File: config.mk
export PLATFORM = sky130hd
export DESIGN_NAME = johnson_phase_monitor
export DESIGN_NICKNAME = d
export VERILOG_FILES = /design/src/rtl/johnson_pkg.sv /design/src/rtl/johnson_decode.sv /design/src/rtl/johnson_phase_monitor.sv
export SDC_FILE = /design/constraint.sdc
export NUM_CORES = 1
export LEC_CHECK = 0
export BUFFER_PORTS_ARGS = -buffer_cell sky130_fd_sc_hd__buf_2
export CAP_MARGIN = 20
export CELL_PAD_IN_SITES_DETAIL_PLACEMENT = 1
export CELL_PAD_IN_SITES_GLOBAL_PLACEMENT = 1
export CORE_MARGIN = 1
export CORE_UTILIZATION = 42
export DETAILED_ROUTE_END_ITERATION = 10
export PLACE_DENSITY_LB_ADDON = 0.3
export SLEW_MARGIN = 20
export SYNTH_ARGS = -nofsm -noshare
export SYNTH_HDL_FRONTEND = slang
export SYNTH_SLANG_ARGS = --single-unit
export TNS_END_PERCENT = 1
File: constraint.sdc
create_clock -name clk -period 3.3 [get_ports clk]
set_clock_uncertainty 0.1 [all_clocks]
set_input_delay 0.33 -clock clk [delete_from_list [all_inputs] [get_ports clk]]
set_output_delay 0.33 -clock clk [all_outputs]
set_load 0.02 [all_outputs]
File: src/rtl/johnson_pkg.sv
// Shared definitions for consumers of a WIDTH-bit Johnson (twisted-ring) counter:
// lock state encoding and width-generic code helpers. Helpers take the code
// zero-extended to MAX_W bits plus the real width, so one package serves any width.
package johnson_pkg;

  localparam int MAX_W     = 32;
  localparam int JOHNSON_W = 4;
  localparam int IDX_W     = $clog2(2 * JOHNSON_W);

  typedef enum logic [1:0] {
    S_UNLOCK = 2'd0,
    S_ACQ    = 2'd1,
    S_LOCK   = 2'd2
  } lock_state_t;

  // Legal successor: shift left, feed back the inverted MSB.
  function automatic logic [MAX_W-1:0] johnson_succ(input logic [MAX_W-1:0] q, input int w);
    logic [MAX_W-1:0] r;
    r = '0;
    for (int i = 1; i < MAX_W; i++) begin
      if (i < w) r[i] = q[i-1];
    end
    r[0] = ~q[w-1];
    return r;
  endfunction

  // The 2*w legal codes are exactly the w-bit words with at most one
  // transition between adjacent bits (0..01..1 or 1..10..0).
  function automatic logic johnson_is_legal(input logic [MAX_W-1:0] q, input int w);
    int tr;
    tr = 0;
    for (int i = 0; i < MAX_W - 1; i++) begin
      if ((i < w - 1) && (q[i] != q[i+1])) tr++;
    end
    return (tr <= 1);
  endfunction

  // Phase index: ones-count on the filling half, 2w - ones on the draining half.
  function automatic int johnson_idx(input logic [MAX_W-1:0] q, input int w);
    int ones;
    ones = 0;
    for (int i = 0; i < MAX_W; i++) begin
      if ((i < w) && q[i]) ones++;
    end
    return (q[0] || (ones == 0)) ? ones : (2 * w - ones);
  endfunction

endpackage

File: src/rtl/johnson_decode.sv
// Purely combinational Johnson code decoder: legality, phase index, one-hot phase.
// onehot is all zeros for an illegal code; idx is meaningless when legal=0.
module johnson_decode
  import johnson_pkg::*;
#(
  parameter  int WIDTH = JOHNSON_W,
  localparam int IW    = $clog2(2 * WIDTH)
) (
  input  logic [WIDTH-1:0]   q,
  output logic               legal,
  output logic [IW-1:0]      idx,
  output logic [2*WIDTH-1:0] onehot
);

  logic [MAX_W-1:0] qx;

  // Decode the code into legality, index and one-hot phase.
  always_comb begin
    qx     = MAX_W'(q);
    legal  = johnson_is_legal(qx, WIDTH);
    idx    = IW'(johnson_idx(qx, WIDTH));
    onehot = '0;
    if (legal) onehot[idx] = 1'b1;
  end

endmodule

File: src/rtl/johnson_phase_monitor.sv
// Johnson counter phase monitor: decodes each sample, classifies the step
// against the previous sample, runs the lock FSM and keeps a saturating error
// count. Every output is registered with one cycle of latency.
module johnson_phase_monitor
  import johnson_pkg::*;
#(
  parameter  int WIDTH    = JOHNSON_W,
  parameter  int LOCK_CNT = 4,
  parameter  int ERR_W    = 8,
  localparam int IW       = $clog2(2 * WIDTH)
) (
  input  logic               clk,
  input  logic               reset,
  input  logic [WIDTH-1:0]   q_in,
  output logic [2*WIDTH-1:0] phase_onehot,
  output logic [IW-1:0]      phase_idx,
  output logic               legal,
  output logic               locked,
  output logic               err_pulse,
  output logic               wrap_pulse,
  output logic [ERR_W-1:0]   err_count
);

  localparam int RUN_W = $clog2(LOCK_CNT + 1);

  // ---- stage p0: combinational view of the current sample ----
  logic               legal_p0;
  logic [IW-1:0]      idx_p0;
  logic [2*WIDTH-1:0] onehot_p0;
  logic [WIDTH-1:0]   succ_p0;
  logic               cmp_en_p0, step_p0, hold_p0, bad_p0, err_p0, wrap_p0;

  logic [WIDTH-1:0]   q_prev;
  logic               prev_valid;
  lock_state_t        state, state_nxt;
  logic [RUN_W-1:0]   run, run_nxt, run_inc;

  logic [IW-1:0]      idx_nxt;
  logic [ERR_W-1:0]   cnt_nxt;
  logic               locked_nxt;

  johnson_decode #(.WIDTH(WIDTH)) u_decode (
    .q      (q_in),
    .legal  (legal_p0),
    .idx    (idx_p0),
    .onehot (onehot_p0)
  );

  assign succ_p0 = WIDTH'(johnson_succ(MAX_W'(q_prev), WIDTH));
  assign run_inc = run + 1'b1;

  // Classify the step; comparison only when the previous sample exists and was legal.
  always_comb begin
    cmp_en_p0 = prev_valid & legal;
    step_p0   = cmp_en_p0 & legal_p0 & (q_in == succ_p0);
    hold_p0   = cmp_en_p0 & legal_p0 & (q_in == q_prev);
    bad_p0    = cmp_en_p0 & legal_p0 & ~step_p0 & ~hold_p0;
    err_p0    = prev_valid & (~legal_p0 | bad_p0);
    wrap_p0   = step_p0 & (state == S_LOCK) & (idx_p0 == '0);
  end

  // Lock FSM next state: an error always wins over completing lock.
  always_comb begin
    state_nxt = state;
    run_nxt   = run;
    unique case (state)
      S_UNLOCK: begin
        if (legal_p0) begin
          state_nxt = S_ACQ;
          run_nxt   = '0;
        end
      end
      S_ACQ: begin
        if (!legal_p0 || bad_p0) begin
          state_nxt = S_UNLOCK;
          run_nxt   = '0;
        end else if (step_p0) begin
          run_nxt = run_inc;
          if (run_inc == RUN_W'(LOCK_CNT)) state_nxt = S_LOCK;
        end
      end
      S_LOCK: begin
        if (!legal_p0 || bad_p0) begin
          state_nxt = S_UNLOCK;
          run_nxt   = '0;
        end
      end
      default: begin
        state_nxt = S_UNLOCK;
        run_nxt   = '0;
      end
    endcase
  end

  // Output next values: index holds across illegal samples, counter saturates.
  always_comb begin
    locked_nxt = (state_nxt == S_LOCK);
    idx_nxt    = legal_p0 ? idx_p0 : phase_idx;
    cnt_nxt    = err_count;
    if (err_p0 && (err_count != {ERR_W{1'b1}})) cnt_nxt = err_count + 1'b1;
  end

  // ---- stage p1: registered state ----
  // Lock FSM state and run counter.
  always_ff @(posedge clk) begin
    if (!reset) begin
      state <= S_UNLOCK;
      run   <= '0;
    end else begin
      state <= state_nxt;
      run   <= run_nxt;
    end
  end

  // Previous-sample history and all registered outputs.
  always_ff @(posedge clk) begin
    if (!reset) begin
      q_prev       <= '0;
      prev_valid   <= 1'b0;
      phase_onehot <= '0;
      phase_idx    <= '0;
      legal        <= 1'b0;
      locked       <= 1'b0;
      err_pulse    <= 1'b0;
      wrap_pulse   <= 1'b0;
      err_count    <= '0;
    end else begin
      q_prev       <= q_in;
      prev_valid   <= 1'b1;
      phase_onehot <= onehot_p0;
      phase_idx    <= idx_nxt;
      legal        <= legal_p0;
      locked       <= locked_nxt;
      err_pulse    <= err_p0;
      wrap_pulse   <= wrap_p0;
      err_count    <= cnt_nxt;
    end
  end

endmodule

; ---- Yosys cells after proc, flatten, opt, wreduce, memory -nomap -nowiden
; Index checks and enable logic that the tools add are counted.
; W data, S select, Z words.
[totals]
reg_bits = 33
inputBits = 6
out_inout_bits = 23
word_cells = 81
ram_bits = 0
mem_bits_ro = 0
latchBits = 0
mem_count = 0
[op_classes]
n_reduce_logical = 10
n_shift = 0
n_addsub = 8
n_bitwise = 14
div = 0
n_lt_le_gt_ge = 3
n_mux = 22
multipliers = 0
n_eq_ne = 13
[ops]
columns = cell, n
row1 = $add A32 B2 Y32 const B, 5
row2 = $mux W32, 5
row3 = $le A32 B2 Y1 const B, 1
row4 = $logic_not A32 Y1, 1
row5 = $mux W3, 5
row6 = $mux W2, 5
row7 = $and A1 B1 Y1, 9
row8 = $pmux W3 S3, 1
row9 = $add A8 B1 Y8 const B, 1
row10 = $eq A4 B4 Y1, 2
row11 = $ne A8 B8 Y1 const B, 1
row12 = $pmux W2 S3, 1
row13 = $eq A2 B2 Y1 const B, 2
row14 = $lt A3 B4 Y1 const B, 1
row15 = $mux W1, 4
row16 = $not A1 Y1, 4
row17 = $add A3 B1 Y3 const B, 1
row18 = $demux W1 S3, 1
row19 = $eq A3 B3 Y1 const B, 1
row20 = $ge A3 B1 Y1 const B, 1
row21 = $logic_not A3 Y1, 1
row22 = $ne A1 B1 Y1, 3
row23 = $ne A3 B3 Y1 const B, 1
row24 = $reduce_and A3 Y1, 1
row25 = 10 further kinds, 12

; ---- Longest topological paths before layout
[logic_depth]
word_depth = 16
mapped_depth = 13
depth_no_buf = 13

; ---- By module
; A second synthesis with hierarchy kept.
[unflattened]
cells_unflattened = 190
hier_area_um2 = 1778.0
[modules_own_cells]
columns = module, cells_per_inst, n_inst, seq_area_each_um2, area_per_inst_um2
row1 = johnson_phase_monitor, 141, 1, 660.6, 1420.1
row2 = johnson_decode, 49, 1, 0.0, 357.8

; ---- Worst setup path before layout
; OpenSTA, ideal clock, no wires.
[synth_path]
kind = input to register
start = in q_in[0]
end = reg wrap_pulse
setup_time_ns = 0.087
path_stages = 11
arrival_ns = 2.479
t_required_ns = 3.113
n_path_buf = 0
setup_slack_ns = 0.634
cell_sequence = inv_1 > ha_1 > xor2_1 > ha_1 > nand2_1 > o21ai_0 > inv_1 > ha_1 > a21oi_1 > mux2_2 > nor4b_2
[synth_via]
elab_chain_len = 12
word_cells_on_any_way = 24
classes_between = add/sub (6) / order compare (1) / eq/ne (2) / mux (8) / bitwise (4) / reduce/logical (3)
[synth_rtl]
columns = element, line
row1 = from (decl), johnson_phase_monitor.sv:14  ; input logic [WIDTH-1:0] q_in,
row2 = $mux W1, johnson_pkg.sv:43  ; if ((i < w) && q[i]) ones++;
row3 = $add A32 B2 Y32, johnson_pkg.sv:43
row4 = $mux W32, johnson_pkg.sv:43
row5 = $add A32 B2 Y32, johnson_pkg.sv:43
row6 = $mux W32, johnson_pkg.sv:43
row7 = $add A32 B2 Y32, johnson_pkg.sv:43
row8 = $mux W32, johnson_pkg.sv:43
row9 = $logic_not A32 Y1, johnson_pkg.sv:45  ; return (q[0] || (ones == 0)) ? ones : (2 * w - ones);
row10 = $logic_or A1 B1 Y1, johnson_pkg.sv:45
row11 = $mux W3, johnson_pkg.sv:45
row12 = $logic_not A3 Y1, johnson_phase_monitor.sv:59  ; wrap_p0 = step_p0 & (state == S_LOCK) & (idx_p0 == '0);
row13 = $and A1 B1 Y1 (*), johnson_phase_monitor.sv:59
row14 = to (signal assigned), johnson_phase_monitor.sv:135  ; wrap_pulse <= wrap_p0;
row15 = to (decl), johnson_phase_monitor.sv:20  ; output logic wrap_pulse,
; Mark *: on every way between the ends. The rest lies on a longest branch, timed or not.
; A chain may end at the register's enable or synchronous reset.

; ---- Final worst setup path
; Same ends and word-level chain as after synthesis.

==> results.py <==
metrics = {
    "outcome": {
        "outcome": "finished clean",
    },
    "cts": {
        "clk_pin_slew_ps": 80,
        "clock_latency_ps": 300,
        "cts_sinks": 33,
        "post_cts_buffers": 0,
        "numCtsBuffers": 5,
        "max-clock-path-buffers": 2,
        "cts_max_level": 2,
        "hold_buffers": 0,
        "root_buffer": "clkbuf_8",
        "cts_tree": "done",
        "cts_resized": 0,
    },
    "route": {
        "wl_per_cell_um": 15.9,
        "vias_per_cell": 5.49,
        "drt-initial-drc-count": 53,
        "num_vias": 1465,
        "routed_wl_um": 4250,
        "drc": 0,
        "drtAntennaViolNets": 0,
        "first_pass_iters": 4,
    },
    "die": {
        "rows": 22,
        "die_w_um": 66.1,
        "initial_core_util_pct": 45.4,
        "chipHeight_um": 66.1,
        "core_area_mm2": 0.00380,
        "num_io_pins": 29,
        "floorplan.die_area_mm2": 0.00436,
    },
    "synth": {
        "synth.distinct_cells": 47,
        "avgSynthCellArea_um2": 9.12,
        "ys_async_sr_fraction_pct": 0,
        "synth_ff_type": "dfxtp_1",
        "synthTopCellsByCount": "dfxtp_1, nand2_1, nor2_1",
        "ys_ff_latch": 33,
        "yosysMostFrequentCell": "dfxtp_1",
        "syn-cell-area_mm2": 0.00172,
        "ys_seq_area_share_pct": 38.3,
        "synth_top_area_share_pct": 38.3,
        "yosys.area.top_type": "dfxtp_1",
        "yosys_warnings": 0,
        "synth_area_leaders": "dfxtp_1, ha_1, xnor2_1",
        "synth_edf_count": 0,
        "syn_inst": 189,
        "syn_nets": 204,
    },
    "grt": {
        "grt_max_degree": 24,
        "antenna_found_initial": 0,
        "overflow": 0,
        "grt_pass1_vias": 1451,
        "grt_pass1_wl_um": 7040,
        "grt_usage_pct": 21.9,
    },
    "placed_design": {
        "dpl.hpwl_um": 3210,
        "post-place-cells": 259,
        "io_buffers": 28,
        "place_congestion": 0.849,
        "placed_area_mm2": 0.00188,
    },
    "finish": {
        "final_area_mm2": 0.00200,
        "nets": 233,
        "finalNonFillerCells": 267,
        "antenna_cells": 0,
        "multiInputGateArea_um2": 982,
        "area_growth_pct": 15.8,
        "drive_gt1_share_pct": 20.5,
        "fill_cells": 459,
        "regArea_um2": 661,
    },
    "critical_path": {
        "setup.worst_path.end_class": "flop",
        "start_kind": "primary input",
        "crit_buf_inv": 3,
        "required_ps": 3410,
        "cp.arrival_ps": 3060,
        "critPathKind": "primary input to flop",
        "crit_chain": "buf_2 > inv_1 > ha_1 > xor2_1 > ha_1 > nand2_1 > o21ai_0 > inv_1 > ha_1 > a21oi_1 > mux2_2 > nor4b_2",
        "crit_path_max_incr_delay_ps": 440,
        "cpMostUsedCell": "ha_1",
        "critPathMaxFanout": 6,
        "slowest_stage": "mux2_2",
        "cpLargestDelayFamily": "adder cells",
    },
    "timing": {
        "fin_crit_ps": 2950,
        "tns_ps": 0,
        "drv_slew": 0,
        "setup_viol": 0,
        "rsz0062_at_grt": "false",
        "fin_crit_sh_pct": 89.3,
        "fmax_mhz": 339,
        "tightestPinTransition_ps": 781,
        "max_slew_margin_pct": 47.8,
        "final-hold-violation-count": 0,
        "hold_ws_ps": 248,
    },
    "power_and_ir_drop": {
        "peakVddDrop_v": 0.000320,
        "p_leak_nw": 0.875,
        "powerDensity_mw_per_mm2": 524,
    },
    "worst_hold_path": {
        "hold_path.class": "primary input to flop",
    },
    "run": {
        "cap_violations": 0,
    },
}
-- cell families after synthesis --
group,Yosys count,synth area share (%)
AO/OA/AOI/OAI,32,13.6
XOR/XNOR,15,8.06
adder cells (fa/ha/maj),9,6.54
buffers and inverters,16,4.65
flip-flops,33,38.3
multiplexers,9,5.30
AND/OR/NAND/NOR,75,23.5
-- report_power, final --
part | internal, mW | switching [mW] | total, mW
combinational | 0.0736 | 0.147 | 0.221
clock | 0.226 | 0.163 | 0.389
sequential | 0.420 | 0.0147 | 0.435
-- layer usage --
metal  wire length (µm)  vias to the layer above  GRT usage [%]
met5                  0                        -              0
met4                 59                        0           7.98
met3                149                        7           4.48
met2               2100                       27           37.6
met1               1940                      699           26.6
li1                   -                      732              -
-- metrics by stage --
step                      worst slack [ps]  util [%]  power [mW]
after floorplan                        634         -       0.602
final                                  353      52.5        1.05
after global routing                   192      52.5        1.10
after CTS                              377      52.5        1.05
after detailed placement               122      49.5       0.662
after global placement                 325      49.5       0.649
-- worst reg2reg max path, cell delays in order, from the launching register on --
cell and delay [ps]:
dfxtp_1 330, xnor2_1 210, nand4_2 230, a2111oi_1 800, o2111ai_1 240, o211ai_1 140
-- cell usage in the layout (no fill, tap or decap), types with 5 or more instances in the layout --
cell type,synthesis,routed
clkbuf_8,0,5
nand2_1,15,15
xnor2_1,10,10
inv_1,10,10
dfxtp_1,33,33
nor3_1,9,9
buf_2,1,28
nand2b_1,9,9
a21oi_1,9,9
mux2i_1,8,8
nor2_1,11,11
ha_1,9,9
nand4_1,7,7
nand3_1,9,9
-- final timing paths --
kind | from | to | slack (ps) | cells after the start
worst max register to register | q_prev[1]$_SDFF_PN0_ | run[2]$_SDFFE_PN0P_ | 1160 | 5
worst min-delay path | q_in[1] | q_prev[1]$_SDFF_PN0_ | 250 | 3
worst max-delay path | q_in[0] | wrap_pulse$_SDFF_PN0_ | 350 | 12
worst min register to register | prev_valid$_DFF_P_ | err_pulse$_SDFF_PN0_ | 390 | 2
-- sequential cells by signal, summed over array words and instances, names as in the netlist --
register / flops
q_prev: 4
err_pulse: 1
phase_onehot: 8
state: 2
phase_idx: 3
locked: 1
legal: 1
prev_valid: 1
wrap_pulse: 1
err_count: 8
run: 3
-- final cells by class --
type                            instances  area share, %
Clock buffer                            5           3.45
Sequential cell                        33           33.1
Timing Repair Buffer                   28           7.02
Tap cell                               48           3.01
Multi-Input combinational cell        140           49.2
Inverter                               10           1.88
Clock inverter                          3           2.32
Note: power is estimated with default switching activity, not from simulation.
